--- src/rtl/regfile_writeback.sv ---
// Writeback queue in front of the register file write port. Buffers results and
// ecall markers in program order, retires one per cycle and sequences ecall handshakes.
module regfile_writeback #(
  parameter int DEPTH = 4,
  parameter int XLEN  = 64
) (
  input  logic            clk,
  input  logic            reset,
  input  logic            in_valid,
  output logic            in_ready,
  input  logic            in_ecall,
  input  logic [4:0]      in_rd,
  input  logic [XLEN-1:0] in_value,
  output logic            rf_write_enable,
  output logic [4:0]      rf_write_register,
  output logic [XLEN-1:0] rf_write_value,
  input  logic            rf_write_ready,
  output logic            rf_ecall,
  input  logic            rf_ecall_done,
  output logic            ecall_complete,
  input  logic [4:0]      query_reg,
  output logic            query_hit,
  output logic            busy
);

  localparam int PW = $clog2(DEPTH);
  localparam logic [PW:0] FULL = (PW+1)'(DEPTH);

  typedef struct packed {
    logic            ecall;
    logic [4:0]      rd;
    logic [XLEN-1:0] value;
  } entry_t;

  typedef enum logic [1:0] {IDLE, ECALL_WAIT, ECALL_RELEASE} state_t;

  entry_t           mem [DEPTH];
  logic [DEPTH-1:0] vld;
  logic [PW-1:0]    wr_ptr, rd_ptr;
  logic [PW:0]      count;
  state_t           state, state_nxt;
  logic             push, store, pop, empty;
  entry_t           head;

  assign empty    = (count == '0);
  assign in_ready = (count != FULL);
  assign push     = in_valid && in_ready;
  // writes to x0 are architecturally dead, so they are acknowledged but never queued
  assign store    = push && (in_ecall || (in_rd != 5'd0));
  assign head     = mem[rd_ptr];

  always_comb begin
    state_nxt         = state;
    pop               = 1'b0;
    rf_write_enable   = 1'b0;
    rf_write_register = '0;
    rf_write_value    = '0;
    rf_ecall          = 1'b0;
    ecall_complete    = 1'b0;
    unique case (state)
      IDLE: begin
        if (!empty) begin
          if (head.ecall) begin
            state_nxt = ECALL_WAIT;
          end else begin
            rf_write_enable   = 1'b1;
            rf_write_register = head.rd;
            rf_write_value    = head.value;
            pop               = rf_write_ready;
          end
        end
      end
      ECALL_WAIT: begin
        rf_ecall = 1'b1;
        if (rf_ecall_done) begin
          pop       = 1'b1;
          state_nxt = ECALL_RELEASE;
        end
      end
      ECALL_RELEASE: begin
        // one quiet cycle so the register file's ecall FSM can return to idle
        ecall_complete = 1'b1;
        state_nxt      = IDLE;
      end
      default: state_nxt = IDLE;
    endcase
  end

  always_ff @(posedge clk or negedge reset) begin
    if (!reset) begin
      state  <= IDLE;
      wr_ptr <= '0;
      rd_ptr <= '0;
      count  <= '0;
      vld    <= '0;
    end else begin
      state <= state_nxt;
      if (store) begin
        wr_ptr      <= wr_ptr + 1'b1;
        vld[wr_ptr] <= 1'b1;
      end
      if (pop) begin
        rd_ptr      <= rd_ptr + 1'b1;
        vld[rd_ptr] <= 1'b0;
      end
      case ({store, pop})
        2'b10:   count <= count + 1'b1;
        2'b01:   count <= count - 1'b1;
        default: count <= count;
      endcase
    end
  end

  always_ff @(posedge clk) begin
    if (store) mem[wr_ptr] <= '{ecall: in_ecall, rd: in_rd, value: in_value};
  end

  // an ecall clobbers a0 with its return value, so it hazards against x10
  logic [DEPTH-1:0] hit;
  for (genvar i = 0; i < DEPTH; i++) begin : g_hit
    assign hit[i] = vld[i] && (mem[i].ecall ? (query_reg == 5'd10) : (mem[i].rd == query_reg));
  end
  assign query_hit = (query_reg != 5'd0) && (|hit);

  assign busy = !empty || (state != IDLE);

endmodule

--- config.mk ---
export PLATFORM = sky130hd
export DESIGN_NAME = regfile_writeback
export DESIGN_NICKNAME = d
export VERILOG_FILES = /design/src/rtl/regfile_writeback.sv
export SDC_FILE = /design/constraint.sdc
export NUM_CORES = 1
export LEC_CHECK = 0
export ABC_CLOCK_PERIOD_IN_PS = 3350
export CORE_MARGIN = 3
export CORE_UTILIZATION = 50
export DETAILED_ROUTE_END_ITERATION = 10
export GPL_TIMING_DRIVEN = 0
export PLACE_DENSITY = 0.72
export SETUP_SLACK_MARGIN = 0.15
export SKIP_CTS_REPAIR_TIMING = 1
export SLEW_MARGIN = 30
export SYNTH_ARGS = -nofsm -noshare
export SYNTH_HDL_FRONTEND = slang
export SYNTH_SLANG_ARGS = --single-unit
--- constraint.sdc ---
create_clock -name clk -period 3.35 [get_ports clk]
set_clock_uncertainty 0.1 [all_clocks]
set_input_delay 0.8375 -clock clk [delete_from_list [all_inputs] [get_ports clk]]
set_output_delay 0.8375 -clock clk [all_outputs]
set_load 0.02 [all_outputs]
---- Word level (Yosys, flattened, before mapping) ----
Memories as Yosys holds them, arrays and structs flattened.
Cells that the tools add are included.
word-level totals
  register bits after elaboration ......... 13
  bits in writable memories ............... 280
  output and inout port bits .............. 75
  logic and storage cells ................. 82
  memories kept ........................... 1
operators by class
  add/sub/neg operators ................... 4
  magnitude comparators ................... 4
  eq/ne operators ......................... 13
  multiplexer cells ....................... 32
  bitwise operators ....................... 3
  reduce and logical (&&, ||, !) cells .... 20
memories
  memory  depth  width  rd ports  clocked after memory_dff  wr ports  RTL line  text
  mem     4      70     5         0                         1         37        entry_t mem [DEPTH];
operators with widths
  kind                                                                           number
  64-bit 2-to-1 mux                                                              3
  5-bit equality test                                                            4
  1-bit 2-to-1 mux                                                               16
  5-bit 2-to-1 mux                                                               3
  5-bit nonzero test                                                             2
  1-bit logical AND                                                              9
  4-bit 2-to-1 mux                                                               2
  2-bit by 3-bit less-than comparator with 1-bit output (second input constant)  2
  2-bit 2-to-1 mux                                                               3
  2-bit inequality test (second input constant)                                  3
  3-bit one-hot mux with 2 select lines                                          1
  5-bit by 4-bit equality test with 1-bit output (second input constant)         1
  2-bit by 1-bit adder with 2-bit output (second input constant)                 2
  4-bit bitwise AND                                                              1
  1-bit demux with 2-bit select                                                  2
  2-bit by 1-bit equality test with 1-bit output (second input constant)         2
  2-bit equality test (second input constant)                                    2
  2-bit by 1-bit >= comparator with 1-bit output (second input constant)         2
  4-bit NOT                                                                      1
  4-bit OR                                                                       1
  2-bit one-hot mux with 2 select lines                                          1
  2-bit nonzero test                                                             2
  4-bit OR reduction                                                             1
  3-bit by 1-bit adder with 3-bit output (second input constant)                 1
  8 further kinds                                                                9

---- Longest topological paths before layout ----
Gate-level depths: netlist of run 1.
  word-level depth ........................ 8
  gate-level depth with buffers ........... 10
  depth with buffers taken out ............ 9

---- Least setup slack after synthesis of run 1 ----
Ideal clock, no wire load.
  kind .................................... input port to flip-flop
  start ................................... input in_rd[0]
  end ..................................... memory mem[0][0] (netlist name) (enable)
  library setup time ...................... 0.437 ns
  arrival time ............................ 2.875 ns
  required time ........................... 2.813 ns
  setup slack ............................. -0.062 ns
  cell stages on the path ................. 3
  path buffers ............................ 0
  path through ............................ or4_1 -> o311a_1 -> and2_1
between the ends
  cells in the longest elaborated chain, start to end .. 5
ends and longest elaborated chain
  item                                    RTL line  text
  start: declaration                      12        input logic [4:0] in_rd,
  5-bit nonzero test                      49        assign store = push && (in_ecall || (in_rd != 5'd0));
  1-bit logical OR                        49
  1-bit logical AND                       49
  1-bit 2-to-1 mux                        115       if (store) mem[wr_ptr] <= '{ecall: in_ecall, rd: in_rd, value: in_value};
  1-bit 2-to-1 mux (implied by the code)  115
  end: declaration                        37
Every way passes these cells.

---- Worst setup path after layout of run 1 ----
  start ................................... register rd_ptr[0]
  end ..................................... output rf_write_value[12]
between the ends
  cells in the longest elaborated chain, start to end .. 4
ends and longest elaborated chain
  item                      RTL line  text
  start: declaration        39        logic [PW-1:0] wr_ptr, rd_ptr;
  start signal: assignment  103       rd_ptr <= rd_ptr + 1'b1;
  memory 4 x 70 bit         n/a
  64-bit 2-to-1 mux         63        if (head.ecall) begin
  64-bit 2-to-1 mux         62        if (!empty) begin
  64-bit 2-to-1 mux         60        unique case (state)
  end: declaration          16        output logic [XLEN-1:0] rf_write_value,
Every way passes these cells.

==> results.md, run 1 <==
* Fraction of power consumed by combinational cells at about 40%
* CP cell instances: buf_6 > mux4_2 > or4_4 > buf_12 > buf_8 > nor2b_2 > buf_4
* GP Congestion at about 0.83
* Worst Hold Path Cells at 1
* Post-Synthesis Cells at 552
* Site Rows at 55
* Most common cell after layout, fill and taps aside: edfxtp_1
* Area grow syn2layout at 27.7%
* Synthesized area per cell at roughly 21 um^2
* Post-synth top area share at 72.7%
* Max-slew violations at 0
* Required @ worst endpoint at 2.41 ns
* Sink of the worst hold path: count[0]
* Worst vdd ir at ~0.45 mV
* Static Leakage at 5.10 nW
* TritonRoute pass-1 iters at 4
* Synth async-reset ratio at around 4.4%
* Ys flop type: edfxtp_1
* R2r setup slk at approximately 0.24 ns
* FF-to-FF Start: rd_ptr[0]
* Die Span Y at 158 um
* Switch share at between 30% and 40%
* Relative slew slack at between 40% and 50%
* CTS tree: built
* Min-delay worst type: register to register
* Total grt overflow at 0
* Post-DP HPWL at around 14000 um
* Core Area at ~0.023 mm^2
* Tmin final at around 3.7 ns
* # IOs at approximately 160
* Hold Startpoint: count[0]
* Initial antenna violation count at 0
* Max frequency at ~270 MHz
* Max-cap violations at 0
* DIE WIDTH at ~160 um
* Vias in the first global route at between 6k and 7k
* Post-synth top area cell: edfxtp_1
* Startpoint types: register
* Synth Register Bits at approximately 290
* Routed Wire Length at about 23000 um
* DRT antenna net count at 0
* H-tree depth at 1
* P_int at 9.22 mW
* Clk pwr share at ~23%
* Worst hold margin at 0.430 ns
* Fill cells at between 1.5k and 2k
* Die area at 0.0250 mm^2
* Crit path arrival time at 2.72 ns
* Yosys warning count at 0
* Syn_nets at about 640
* Seq pwr share at between 30% and 40%
* CP Max Fanout at 10
* Reg clk slew, reported paths at about 0.06 ns
* Iteration-0 DRC Markers at about 350
* PD cells at slightly above 900 mW/mm^2
* Via count at around 5.8k
* # port buffers at 149
* CP max-delay cell: mux4_2
* Global Route Usage Sum at between 15 and 20%
* Clk sinks at about 290
* Final Total Pwr at between 10 and 15 mW
* Worst-margin pin slew at 0.806 ns
* Deepest clock path buffer count at 3
* Root Buffer: clkbuf_16
* R2R cell count at 11
* Final Net Count at roughly 840
* Later-pin clock latency in the skew report at ~0.53 ns
* Max incr delay on CP at about 0.53 ns
* Post-synth EDFFs at between 200 and 300
* Post-synth cell types at 33
* # placed instances at between 900 and 1k
* # DRC at 0
* NetSw at approximately 4.2 mW
* Ratio of cells with drive above 1 in the final layout at 34.5%
* First-pass GRT wire length at 34400 um
* Synthesized cell area at about 0.012 mm^2
* Wirelength per Cell at around 22 um
* Seq/Total Area, Yosys at between 70% and 80%
* Unrepaired setup endpoints after global routing: yes
* Final worst slack at -0.306 ns
* Setup TNS at -19.02 ns
* CP top delay family: simple AND/OR/NAND/NOR gates
* Largest cells by area after synthesis: edfxtp_1, mux4_2, nor2b_1
* Outcome: finished with violations
* Final period util at 109%
* Routed vias/inst at between 5 and 6
* Kind of critical path: register to primary output
* Failing checks: negative setup slack
* Total CTS buffers at 30
* WP buf/inv at 4
* Largest net degree at the start of global routing at 40
* Layout Cells excl Fill at roughly 1.1k
* Most frequent cells in the layout: edfxtp_1, clkdlybuf4s50_1, mux4_2
* Final setup vio count at 70
* Starting Density at between 50 and 60%
* Final hold violations at 0
* R2R Path End: count[2]
* Number of diodes at 0
* CP Capture Type: primary output
sequential cells by signal, indices dropped and copies added (netlist names):
register  cells
state         2
mem         280
wr_ptr        2
rd_ptr        2
vld           4
count         3
worst max path at each step:
stage          slack (ns)  startpoint              endpoint  cells after the start
2_1_floorplan        0.26   rd_ptr[0]  rf_write_register[0]                      6
3_3_place_gp        -1.11   rd_ptr[1]     rf_write_value[4]                      7
3_5_place_dp        -1.12   rd_ptr[1]     rf_write_value[4]                      7
4_1_cts             -1.69   rd_ptr[1]     rf_write_value[4]                      7
5_1_grt             -0.38   rd_ptr[0]  rf_write_register[4]                      7
6_report            -0.31   rd_ptr[0]    rf_write_value[12]                      7
routing by layer:
| metal | share of wire, % | GRT usage [%] | vias to the layer above |
|---|---|---|---|
| li1 | - | - | 2607 |
| met1 | 40 | 24.1 | 2996 |
| met2 | 53 | 31.2 | 157 |
| met3 | 5.4 | 3.01 | 31 |
| met4 | 1.6 | 4.63 | 0 |
| met5 | 0 | 0 | - |
logic make-up after synthesis:
| family | share of synthesized area, % |
|---|---|
| buf+inv | 1.30 |
| compound gates | 0.974 |
| mux | 13.8 |
| simple gates | 5.38 |
| xor+xnor | 1.89 |
| flops | 75.5 |
| fa+ha+maj | 1.15 |
power groups by stage:
stage / Combinational (mW) / Sequential (mW) / Clock, mW
after floorplan: 2.94 / 5.07 / 0
after global placement: 4.62 / 5.12 / 0
after detailed placement: 4.77 / 5.14 / 0
after CTS: 4.80 / 5.06 / 3.09
after global routing: 5.68 / 5.12 / 3.25
final: 5.32 / 5.06 / 3.02
cells in the mapped netlist (all sizes together) (4+ instances only):
cell / number
edfxtp: 280
xnor2: 4
a2bb2oi: 4
inv: 9
and2: 5
xor2: 21
nand2: 4
nor4: 4
nor2b: 72
clkbuf: 27
nor2: 4
mux4: 70
ha: 9
dfrtp: 13
final cells by class:
type / count / area (um^2) / share of cell area (%)
flip-flops and latches: 293 / 8730 / 59.1
multi-input cells: 221 / 2930 / 19.8
repair buffers: 164 / 1620 / 11.0
clock buffers: 37 / 798 / 5.40
well taps: 285 / 357 / 2.41
plain buffers: 29 / 210 / 1.42
clock inverters: 15 / 91.3 / 0.618
inverters: 9 / 33.8 / 0.229
worst register-to-register path, delay by kind of cell, from the launching register on:
family,cells,cell delay (ns)
buf+inv,3,0.32
simple gates,2,0.68
mux,1,0.53
compound gates,1,0.19
flops,1,0.39
fa+ha+maj,2,0.49
xor+xnor,2,0.34
stage by stage:
step	instance area [um^2]	setup slack [ns]	utilization [%]
floorplan	11600	0.260	-
global placement	13400	-1.11	59.1
detailed placement	13500	-1.12	59.5
CTS	14400	-1.69	63.5
global route	14800	-0.376	65.1
finish	14800	-0.306	65.1
No activity file was read; power rests on OpenSTA's default activity.
==> run 2: changes to the inputs <==
==> constraint.sdc (replaced) <==
create_clock -name clk -period 3.35 [get_ports clk]
set_clock_uncertainty 0.1 [all_clocks]
set_input_delay 0.8375 -clock clk [delete_from_list [all_inputs] [get_ports clk]]
set_output_delay 0.8375 -clock clk [all_outputs]
set_load 0.01 [all_outputs]
==> run 2 against run 1 <==
  * The flow still finishes with violations (negative setup slack)
  * Die area is the same
  * Power decreased by 4.4%
  * Sequential power barely moved
  * Clock-buffer cell count is the same
  * Worst setup slack improved by 0.020 ns
  * Sequential share of layout area up 0.70 points
  * Cell area down 1.2%
  * Via count rose by 0.21%
  * First-iteration DRC count grew 6.2%
  * Wire length decreased by 0.43%
  * Fmax grew 0.56%
  * Critical path depth stayed put
  * Critical path type unchanged
  * Critical endpoint is now rf_write_value[17]
  * Largest cell class unchanged
==> results.md, run 2 (synthesis gave the netlist of run 1 again) <==
* Outcome: finished with violations
* Failing checks: negative setup slack
* CP cell instances: buf_6 > mux4_2 > or4_4 > buf_12 > buf_8 > nor2b_2 > buf_2
* Reg clk slew, reported paths at 0.06 ns (about the same)
* TritonRoute pass-1 iters at 6 (+2)
* Kind of critical path: register to primary output
* Final worst slack at -0.286 ns (+0.0203 ns)
* Worst-margin pin slew at 0.850 ns (+0.0435 ns)
* PD cells at 877 mW/mm^2 (-3.2%)
* Routed Wire Length at 22900 um (-0.43%)
* Min-delay worst type: register to register
* Largest net degree at the start of global routing at 40 (unchanged)
* Site Rows at 55 (unchanged)
* Setup TNS at -17.58 ns (+1.45 ns)
* Seq pwr share at 39.5% (+1.7 points)
* Core Area at 0.0227 mm^2 (unchanged)
* Worst setup endpoint: rf_write_value[17]
* DRT antenna net count at 0 (unchanged)
* Starting Density at 50.9% (unchanged)
* H-tree depth at 1 (unchanged)
* Final hold violations at 0 (unchanged)
* CP max-delay cell: mux4_2
* Wirelength per Cell at 21.7 um (-0.34%)
* Die Span Y at 158 um (unchanged)
* Top reg by flops: mem
* Total grt overflow at 0 (unchanged)
* NetSw at 3.80 mW (-8.9%)
* Later-pin clock latency in the skew report at 0.53 ns (about the same)
* CTS tree: built
* Final core area utilization at 64.3% (-0.77 points)
* Static Leakage at 5.09 nW (-0.10%)
* Tmin final at 3.64 ns (-0.0203 ns)
* Final period util at 109% (-0.60 points)
* CP startpoint: rd_ptr[0]
* # DRC at 0 (unchanged)
* Max reg flops at 280 (unchanged)
* Iteration-0 DRC Markers at 376 (+6.2%)
* Post-DP HPWL at 14500 um (unchanged)
* Via count at 5803 (+0.21%)
* Area grow syn2layout at 26.2%
* Largest registers: mem x280, vld x4, count x3
* R2r setup slk at 0.24 ns (about the same)
* Initial antenna violation count at 0 (unchanged)
* Switch share at 29.7% (-1.5 points)
* Max-slew violations at 0 (unchanged)
* FF-to-FF Start: rd_ptr[0]
* Ratio of cells with drive above 1 in the final layout at 33.5% (-1.0 points)
* Max frequency at 275 MHz (+0.56%)
* Final Total Pwr at 12.8 mW (-4.4%)
* R2R cell count at 11 (unchanged)
* Number of diodes at 0 (unchanged)
* Clk pwr share at 23.5% (+1.0 points)
* Deepest clock path buffer count at 3 (unchanged)
* Relative slew slack at 43.4% (-2.9 points)
* Fraction of power consumed by combinational cells at 37.0% (-2.7 points)
* First-pass GRT wire length at 34400 um (unchanged)
* Die area at 0.0250 mm^2 (unchanged)
* Worst hold margin at 0.427 ns (-0.00252 ns)
* Final setup vio count at 70 (unchanged)
* Required @ worst endpoint at 2.41 ns (about the same)
* Final Net Count at 837 (-0.12%)
* Worst vdd ir at 0.443 mV (-0.88%)
* Root Buffer: clkbuf_16
* Routed vias/inst at 5.52 (+0.30%)
* # IOs at 155 (unchanged)
* Layout Cells excl Fill at 1052 (-0.095%)
* CP Capture Type: primary output
* Max-cap violations at 0 (unchanged)
* Total CTS buffers at 30 (unchanged)
* CP Max Fanout at 10 (unchanged)
* # port buffers at 149 (unchanged)
* DIE WIDTH at 158 um (unchanged)
* Global Route Usage Sum at 18.0% (unchanged)
* # placed instances at 990 (unchanged)
* Crit path arrival time at 2.70 ns (-0.02 ns)
* Startpoint types: register
* Clk sinks at 293 (unchanged)
* Most frequent cells in the layout: edfxtp_1, clkdlybuf4s50_1, mux4_2
* GP Congestion at 0.834 (unchanged)
* Vias in the first global route at 6151 (unchanged)
* Max incr delay on CP at 0.53 ns (about the same)
* P_int at 9.01 mW (-2.4%)
* Most common cell after layout, fill and taps aside: edfxtp_1
* R2R Path End: count[2]
* Unrepaired setup endpoints after global routing: yes
[run 2: cell count changes in the layout (fill, tap and decap cells not counted), sizes merged]
cell	change
buf	-3
dlymetal6s2s	+1
clkbuf	+1
[run 2: metrics by stage]
| step | cell area [um^2] | setup slack, ns |
|---|---|---|
| final | 14600 | -0.286 |
| after detailed placement | 13500 | -1.05 |
| after global routing | 14600 | -0.360 |
| after floorplan | 11600 | 0.388 |
| after CTS | 14400 | -1.63 |
| after global placement | 13400 | -1.04 |
[run 2: worst min path at each step]
| stage | startpoint | to | slack, ns | cells after the start |
|---|---|---|---|---|
| 6_report | count[0] | count[0] | 0.43 | 1 |
| 5_1_grt | count[2] | count[2] | 0.45 | 1 |
| 3_5_place_dp | count[0] | count[0] | 0.41 | 1 |
| 2_1_floorplan | count[2] | count[2] | 0.36 | 1 |
| 3_3_place_gp | count[2] | count[2] | 0.38 | 1 |
| 4_1_cts | count[0] | count[0] | 0.42 | 1 |
[run 2: worst max-delay path: cells and delay by family (launching register included)]
family                 cells  cell delay [ns]
AND/OR/NAND/NOR            2             0.65
buffers and inverters      4             0.60
multiplexers               1             0.53
flip-flops                 1             0.39
[run 2: power groups by stage]
stage,sequential [mW],combinational (mW),clock [mW]
after floorplan,5.07,2.60,0
after global placement,5.12,4.28,0
after detailed placement,5.14,4.43,0
after CTS,5.06,4.46,3.09
after global routing,5.12,5.09,3.25
final,5.06,4.73,3.01
[run 2: area by class of cell]
| cell class | instances | area (um^2) |
|---|---|---|
| sequential | 293 | 8730 |
| fill | 1575 | 8110 |
| multi-input combinational | 221 | 2920 |
| timing repair buffer | 163 | 1450 |
| clock buffer | 37 | 798 |
| tap | 285 | 357 |
| buffer | 29 | 223 |
| clock inverter | 15 | 91.3 |
| inverter | 9 | 33.8 |
[run 2: layer usage]
metal | GRT usage (%) | wire length [um] | vias up
li1 | - | - | 2601
met1 | 24.1 | 9190 | 3033
met2 | 31.2 | 12300 | 145
met3 | 3.01 | 1060 | 24
met4 | 4.63 | 308 | 0
met5 | 0 | 0 | -
